==> src/rtl/wishbone_clint_pkg.sv <==
// wishbone_clint_pkg: CLINT register offsets, reset constants and a byte-merge helper
package wishbone_clint_pkg;
    localparam logic [15:0] MSIP_ADDR      = 16'h0000;
    localparam logic [15:0] MTIMECMP_ADDR  = 16'h4000;
    localparam logic [15:0] MTIME_ADDR     = 16'hBFF8;
    localparam logic [63:0] MTIMECMP_RESET = 64'hFFFF_FFFF_FFFF_FFFF;

    function automatic logic [63:0] merge_bytes(input logic [63:0] old_v, input logic [63:0] new_v,
                                                input logic [63:0] mask);
        return (old_v & ~mask) | (new_v & mask);
    endfunction
endpackage

==> src/rtl/clint_prescaler.sv <==
// clint_prescaler: divides the clock into a one-cycle tick every CLOCK_CYCLES_PER_TICK cycles
module clint_prescaler #(
    parameter int CLOCK_CYCLES_PER_TICK = 1
) (
    input  logic clock,
    input  logic reset,
    output logic tick
);
    localparam int CW = CLOCK_CYCLES_PER_TICK > 1 ? $clog2(CLOCK_CYCLES_PER_TICK) : 1;

    logic [CW-1:0] count_q, count_d;

    always_comb begin
        tick    = count_q == CW'(CLOCK_CYCLES_PER_TICK - 1);
        count_d = tick ? '0 : count_q + 1'b1;
    end

    always_ff @(posedge clock or negedge reset) begin
        if (!reset) count_q <= '0;
        else        count_q <= count_d;
    end
endmodule

==> src/rtl/wishbone_clint.sv <==
// wishbone_clint: Wishbone classic responder holding the CLINT msip, mtimecmp and mtime registers
module wishbone_clint
    import wishbone_clint_pkg::*;
#(
    parameter int DATA_SIZE             = 32,
    parameter int CLOCK_CYCLES_PER_TICK = 1
) (
    input  logic                   clock,
    input  logic                   reset,
    input  logic                   CYC_I,
    input  logic                   STB_I,
    input  logic                   WE_I,
    input  logic [15:0]            ADR_I,
    input  logic [DATA_SIZE/8-1:0] SEL_I,
    input  logic [DATA_SIZE-1:0]   DAT_I,
    output logic [DATA_SIZE-1:0]   DAT_O,
    output logic                   ACK_O,
    output logic [DATA_SIZE-1:0]   msip,
    output logic [63:0]            mtime,
    output logic [63:0]            mtimecmp
);
    logic                 tick;
    logic                 ack_q, ack_d, msip_q, msip_d;
    logic [DATA_SIZE-1:0] dat_q, dat_d, bmask;
    logic [63:0]          mtime_q, mtime_d, mtimecmp_q, mtimecmp_d;
    logic [63:0]          wmask, wdat, rd64, mtime_inc;
    logic [15:0]          base;
    logic                 req, wr, word_hi, hit_msip, hit_cmp, hit_time;
    logic                 unused_adr;

    clint_prescaler #(.CLOCK_CYCLES_PER_TICK(CLOCK_CYCLES_PER_TICK)) u_prescaler (
        .clock(clock),
        .reset(reset),
        .tick (tick)
    );

    assign unused_adr = ^ADR_I[1:0];

    always_comb begin
        req      = CYC_I & STB_I & ~ack_q;
        wr       = req & WE_I;
        base     = {ADR_I[15:3], 3'b000};
        // a 32-bit bus reaches the upper half of 64-bit registers through address bit 2
        word_hi  = DATA_SIZE == 32 && ADR_I[2];
        hit_msip = base == MSIP_ADDR && !word_hi;
        hit_cmp  = base == MTIMECMP_ADDR;
        hit_time = base == MTIME_ADDR;
        bmask    = '0;
        for (int i = 0; i < DATA_SIZE; i++) bmask[i] = SEL_I[i / 8];
        wmask      = 64'(bmask) << (word_hi ? 32 : 0);
        wdat       = 64'(DAT_I) << (word_hi ? 32 : 0);
        rd64       = hit_msip ? {63'b0, msip_q} : hit_cmp ? mtimecmp_q : hit_time ? mtime_q : '0;
        mtime_inc  = mtime_q + {63'b0, tick};
        ack_d      = req;
        dat_d      = req ? DATA_SIZE'(rd64 >> (word_hi ? 32 : 0)) : dat_q;
        msip_d     = wr && hit_msip && SEL_I[0] ? DAT_I[0] : msip_q;
        mtimecmp_d = wr && hit_cmp ? merge_bytes(mtimecmp_q, wdat, wmask) : mtimecmp_q;
        // written bytes override the tick, unwritten bytes keep the carried increment
        mtime_d    = wr && hit_time ? merge_bytes(mtime_inc, wdat, wmask) : mtime_inc;
    end

    always_ff @(posedge clock or negedge reset) begin
        if (!reset) begin
            ack_q      <= 1'b0;
            dat_q      <= '0;
            msip_q     <= 1'b0;
            mtime_q    <= '0;
            mtimecmp_q <= MTIMECMP_RESET;
        end else begin
            ack_q      <= ack_d;
            dat_q      <= dat_d;
            msip_q     <= msip_d;
            mtime_q    <= mtime_d;
            mtimecmp_q <= mtimecmp_d;
        end
    end

    assign ACK_O    = ack_q;
    assign DAT_O    = dat_q;
    assign msip     = DATA_SIZE'(msip_q);
    assign mtime    = mtime_q;
    assign mtimecmp = mtimecmp_q;
endmodule

==> config.mk <==
export PLATFORM = sky130hd
export DESIGN_NAME = wishbone_clint
export DESIGN_NICKNAME = d
export VERILOG_FILES = /design/src/rtl/wishbone_clint_pkg.sv /design/src/rtl/clint_prescaler.sv /design/src/rtl/wishbone_clint.sv
export SDC_FILE = /design/constraint.sdc
export NUM_CORES = 1
export LEC_CHECK = 0
export CAP_MARGIN = 10
export CORE_MARGIN = 2
export CORE_UTILIZATION = 26
export CTS_CLUSTER_DIAMETER = 120
export CTS_CLUSTER_SIZE = 16
export DETAILED_ROUTE_END_ITERATION = 8
export SYNTH_ARGS = -nofsm -noshare
export SYNTH_HDL_FRONTEND = slang
export SYNTH_SLANG_ARGS = --single-unit
==> constraint.sdc <==
create_clock -name clock -period 4.7 [get_ports clock]
set_input_delay 1.41 -clock clock [delete_from_list [all_inputs] [get_ports clock]]
set_output_delay 1.41 -clock clock [all_outputs]
set_load 0.005 [all_outputs]
# ---- Word-level counts from Yosys, hierarchy flattened
# Cells that the tools add are included.
dict set report classes {
  add_sub_neg 2
  eq_ne 2
  n_shift 3
  mux 6
  bitwise 11
  n_reduce_logical 7
}
# op count
set op_table {}
lappend op_table {{$mux 64} 4}
lappend op_table {{$and 64x64->64} 3}
lappend op_table {{$or 64x64->64} 2}
lappend op_table {{$shl 32x32->64} 2}
lappend op_table {{$add 64x1->64} 1}
lappend op_table {{$not 64->64} 1}
lappend op_table {{$shr 64x6->32} 1}
lappend op_table {{$eq 13x12->1 const B} 1}
lappend op_table {{$eq 13x13->1 const B} 1}
lappend op_table {{$logic_not 13->1} 1}
lappend op_table {{$mux 6} 1}
lappend op_table {{$logic_and 1x1->1} 5}
lappend op_table {{$and 1x1->1} 3}
lappend op_table {{$not 1->1} 2}
lappend op_table {{$add 1x1->1 const B} 1}
lappend op_table {{$logic_not 1->1} 1}
lappend op_table {{$mux 1} 1}
dict set report totals {
  regBits 163
  out_inout_bits 193
  elab_cells 37
}

# ---- Logic depth before layout (Yosys ltp)
dict set report depth {
  depth_word 6
  mapped_depth 10
}

# ---- Modules after synthesis
# From an unflattened synthesis, not the netlist that was laid out.
dict set report hier_totals {
  cells_unflattened 820
  area_unflattened_um2 8404.3
}
# module instances cells_per_inst area_each_um2 seq_area_each_um2
set by_module_without_submodules {}
lappend by_module_without_submodules {wishbone_clint 1 818 8393.0 4134.0}
lappend by_module_without_submodules {clint_prescaler 1 2 11.3 0.0}

# ---- Worst setup path after synthesis
# OpenSTA, ideal clock, no wires.
dict set report synth_path {
  path_type {input port to flip-flop}
  from {input port ADR_I[3]}
  to {register dat_q[10], in the netlist DAT_O[10]}
  arrival_time_ns 3.029
  setup_slack_ns 1.606
  cell_stages 9
  n_path_buf 3
  path_cell_list {nor4_1 -> and3_1 -> and2_1 -> clkbuf_1 -> clkbuf_1 -> buf_1 -> a22oi_1 -> o22ai_1 -> a21o_1}
}
dict set report synth_via {
  elab_chain_len 5
  word_cells_on_any_way 8
  classes_between {eq/ne (2); shift (1); mux (3); reduce/logical (2)}
}
# element line
set synth_rtl {}
lappend synth_rtl {{start, declared} wishbone_clint.sv:13} ;# input logic [15:0] ADR_I,
lappend synth_rtl {{$eq 13x13->1} wishbone_clint.sv:47} ;# hit_time = base == MTIME_ADDR;
lappend synth_rtl {{$mux 64 (2 in a row)} wishbone_clint.sv:52} ;# rd64 = hit_msip ? {63'b0, msip_q} : hit_cmp ? mtimecmp_q : hit_time ? mtime_q : '0;
lappend synth_rtl {{$mux 64 (*)} wishbone_clint.sv:52}
lappend synth_rtl {{$shr 64x6->32 (*)} wishbone_clint.sv:55} ;# dat_d = req ? DATA_SIZE'(rd64 >> (word_hi ? 32 : 0)) : dat_q;
lappend synth_rtl {{end signal, assigned} wishbone_clint.sv:71} ;# dat_q <= dat_d;
lappend synth_rtl {{end, declared} wishbone_clint.sv:24} ;# logic [DATA_SIZE-1:0] dat_q, dat_d, bmask;
# Every way passes the cells marked *; elsewhere a longest branch is shown, timed or not.
# A chain may end at the register's enable or synchronous reset.

# ---- Final worst setup path
dict set report layout_path {
  from {input port ADR_I[5]}
  to {register mtime_q[33], in the netlist mtime[33]}
}
dict set report layout_via {
  elab_chain_len 3
}
# element line
set layout_rtl {}
lappend layout_rtl {{$eq 13x13->1} wishbone_clint.sv:47}
lappend layout_rtl {{$logic_and 1x1->1} wishbone_clint.sv:59} ;# mtime_d = wr && hit_time ? merge_bytes(mtime_inc, wdat, wmask) : mtime_inc;
lappend layout_rtl {{$mux 64} wishbone_clint.sv:59}
lappend layout_rtl {{net mtime_d[33]} wishbone_clint.sv:25} ;# logic [63:0] mtime_q, mtime_d, mtimecmp_q, mtimecmp_d;
lappend layout_rtl {{end signal, assigned} wishbone_clint.sv:73} ;# mtime_q <= mtime_d;
lappend layout_rtl {{end, declared} wishbone_clint.sv:25}
# The timed path passes the listed nets, and every way through them passes these cells.

==> out/qor.yml <==
avgSynthCellArea_um2: 10.5
layout.cells.most_common: "clkdlybuf4s50_1"
drv_cap: 0
ios: 250
min_path_type: "reg2reg"
clk_pin_slew_ps: 70
portBuffers: 216
final_util: 0.362
synthXorXnorAreaFrac: 0.0653
ys_warn_count: 0
arrival_ps: 3840
grtUsageTotal: 0.170
finalCritPeriodShare: 0.758
h-tree-depth: 4
cts_sinks: 162
syn-cell-area_mm2: 0.00832
stdcell_area_mm2: 0.0114
postRouteAntennaNets: 0
drive_gt1_frac: 0.192
endpoint_kind: "flip-flop"
core-area_mm2: 0.0316
fin_skew_ps: 11.9
cp_max_fo: 16
drc: 0
synth_compound_area_frac: 0.147
seq_area_frac_synth: 0.497
antenna_found_initial: 0
setup_slack_ps: 1140
dpl.hpwl_um: 20600
cts_tree: "built"
final_cell_mix: "clkdlybuf4s50_1, dfrtp_1, nor2_1"
synthMuxAreaShare: 0.0894
cts.path.max_buffers: 2
diodes: 0
startpoint_type: "input port"
worst_slew_pin_slew_ps: 947
die-area_mm2: 0.0334
synth_top_family_by_area: "simple AND/OR/NAND/NOR gates"
die_h_um: 183
synth-edff-count: 0
syn_inst: 789
crit_required_ps: 4970
dp.cells: 1379
numCtsBuffers: 17
power.share.clock: 0.468
cellPowerDensity_mw_per_mm2: 259
status: "complete, no violations"
rsz0062_at_grt: "false"
initial_core_util: 0.264
dpl_worst_slack_ps: 762
cts_hold_buf: 0
drv_slew: 0
synthAdderAreaFrac: 0.00150
dr.pass1.iters: 4
synth-seq-cells: 162
peakVddDrop_mv: 0.222
layout.nets: 1054
clk_latency_ps: 430
cts_resized: 0
synth.distinct_cells: 46
fillers: 3170
postPlaceCellArea_mm2: 0.0109
drt_iter0_markers: 274
max_freq_mhz: 281
setup_viol: 0
dr_total_vias: 7013
slew_headroom: 0.367
fin_tns_setup_ps: 0
layout.cells.non_filler: 1410
wl_per_cell_um: 20.2
drt-vias-per-instance: 4.97
rows: 65
area_growth_pct: 37.2
post_cts.repair.setup_buffers: 0
drt_wl_total_um: 28500
synthSimpleGateAreaFrac: 0.147
grt_overflow: 0
p_leak_uw: 0.00461
die_w_um: 183
p_switching_uw: 737
swShare: 0.249
power_frac_comb: 0.053
synthArstFlopShare: 1.00
hold_viol: 0
critPathKind: "in2reg"
grt_max_degree: 96
yosys_most_used_dff: "dfrtp_1"
place_congestion: 0.790
cts_root_buffer: "clkbuf_16"
grt_pass1_wl_um: 43300
power.internal_uw: 2220
finalCriticalPeriod_ps: 3560
first_global_vias: 6940
seqPwrFrac: 0.478
-- worst max-delay path: stages --
cell	delay [ps]
clkdlybuf4s50_1	490
nand4_1	150
nor4_4	700
nand4_1	730
nor2_1	280
a21oi_1	70
-- synth_stat cells (2+ instances only) --
library cell,instances,area share
mux2_2,66,0.089
dfstp_2,64,0.20
a22oi_1,62,0.056
and3_1,17,0.013
nor4_2,3,0.0045
buf_4,32,0.029
a221o_1,2,0.0024
and4_1,9,0.0095
xor2_1,39,0.041
a21oi_1,56,0.034
nand3b_1,3,0.0027
inv_1,4,0.0018
o22ai_1,17,0.013
a22o_1,12,0.013
and2_1,10,0.0075
nor2_1,69,0.031
buf_1,2,0.00090
dfrtp_1,98,0.29
nand3_1,29,0.017
nand2_1,37,0.017
nor4_1,4,0.0030
nor3_1,6,0.0036
o21ai_0,20,0.012
xnor2_1,23,0.024
a21o_1,17,0.015
nor2b_1,2,0.0015
clkbuf_1,41,0.019
o221ai_1,2,0.0021
or3_1,2,0.0015
nand4_1,25,0.019
-- metal layers --
layer | vias up | GRT usage | wire, um
met1 | 3513 | 0.232 | 13400
met2 | 238 | 0.274 | 13200
met3 | 20 | 0.0455 | 1600
met4 | 0 | 0.0336 | 266
li1 | 3242 | - | -
met5 | - | 0 | 0
-- stage by stage --
stage               hold WS, ps  power (uW)
finish                      481        2960
global route                507        3080
CTS                         484        3000
detailed placement          464        1600
global placement            462        1600
floorplan                   463        1490
-- cell families after synthesis --
logic type	count (synthesis)
XOR/XNOR	62
AND/OR/NAND/NOR	228
adder cells (fa/ha/maj)	1
flip-flops	162
multiplexers	66
other	1
AO/OA/AOI/OAI	188
buffers and inverters	81
-- final timing paths --
path,startpoint,end,slack (ps),cells past startpoint
worst max register to register,mtime[0],mtime[44],1800,7
min in group asynchronous,reset,DAT_O[4],1080,1
max in group asynchronous,reset,async pin,2710,2
worst min register to register,DAT_O[8],DAT_O[8],480,1
worst max-delay path,ADR_I[5],mtime[33],1140,6
worst min-delay path,DAT_O[8],DAT_O[8],480,1
-- final cells by class --
class | count | area, um^2 | share of cell area
flip-flops and latches | 162 | 4130 | 0.362
well taps | 402 | 503 | 0.0441
clock buffers | 19 | 443 | 0.0388
inverters | 4 | 15.0 | 0.00132
multi-input cells | 576 | 3880 | 0.340
clock inverters | 12 | 123 | 0.0107
repair buffers | 235 | 2320 | 0.203
-- power by group through the flow --
stage / Clock, uW / Sequential (uW) / Combinational [uW]
floorplan: 0 / 1440 / 49.6
global route: 1490 / 1420 / 173
finish: 1390 / 1420 / 158
global placement: 0 / 1440 / 159
detailed placement: 0 / 1440 / 159
CTS: 1430 / 1420 / 160
Power figures use the tool's default switching activity.
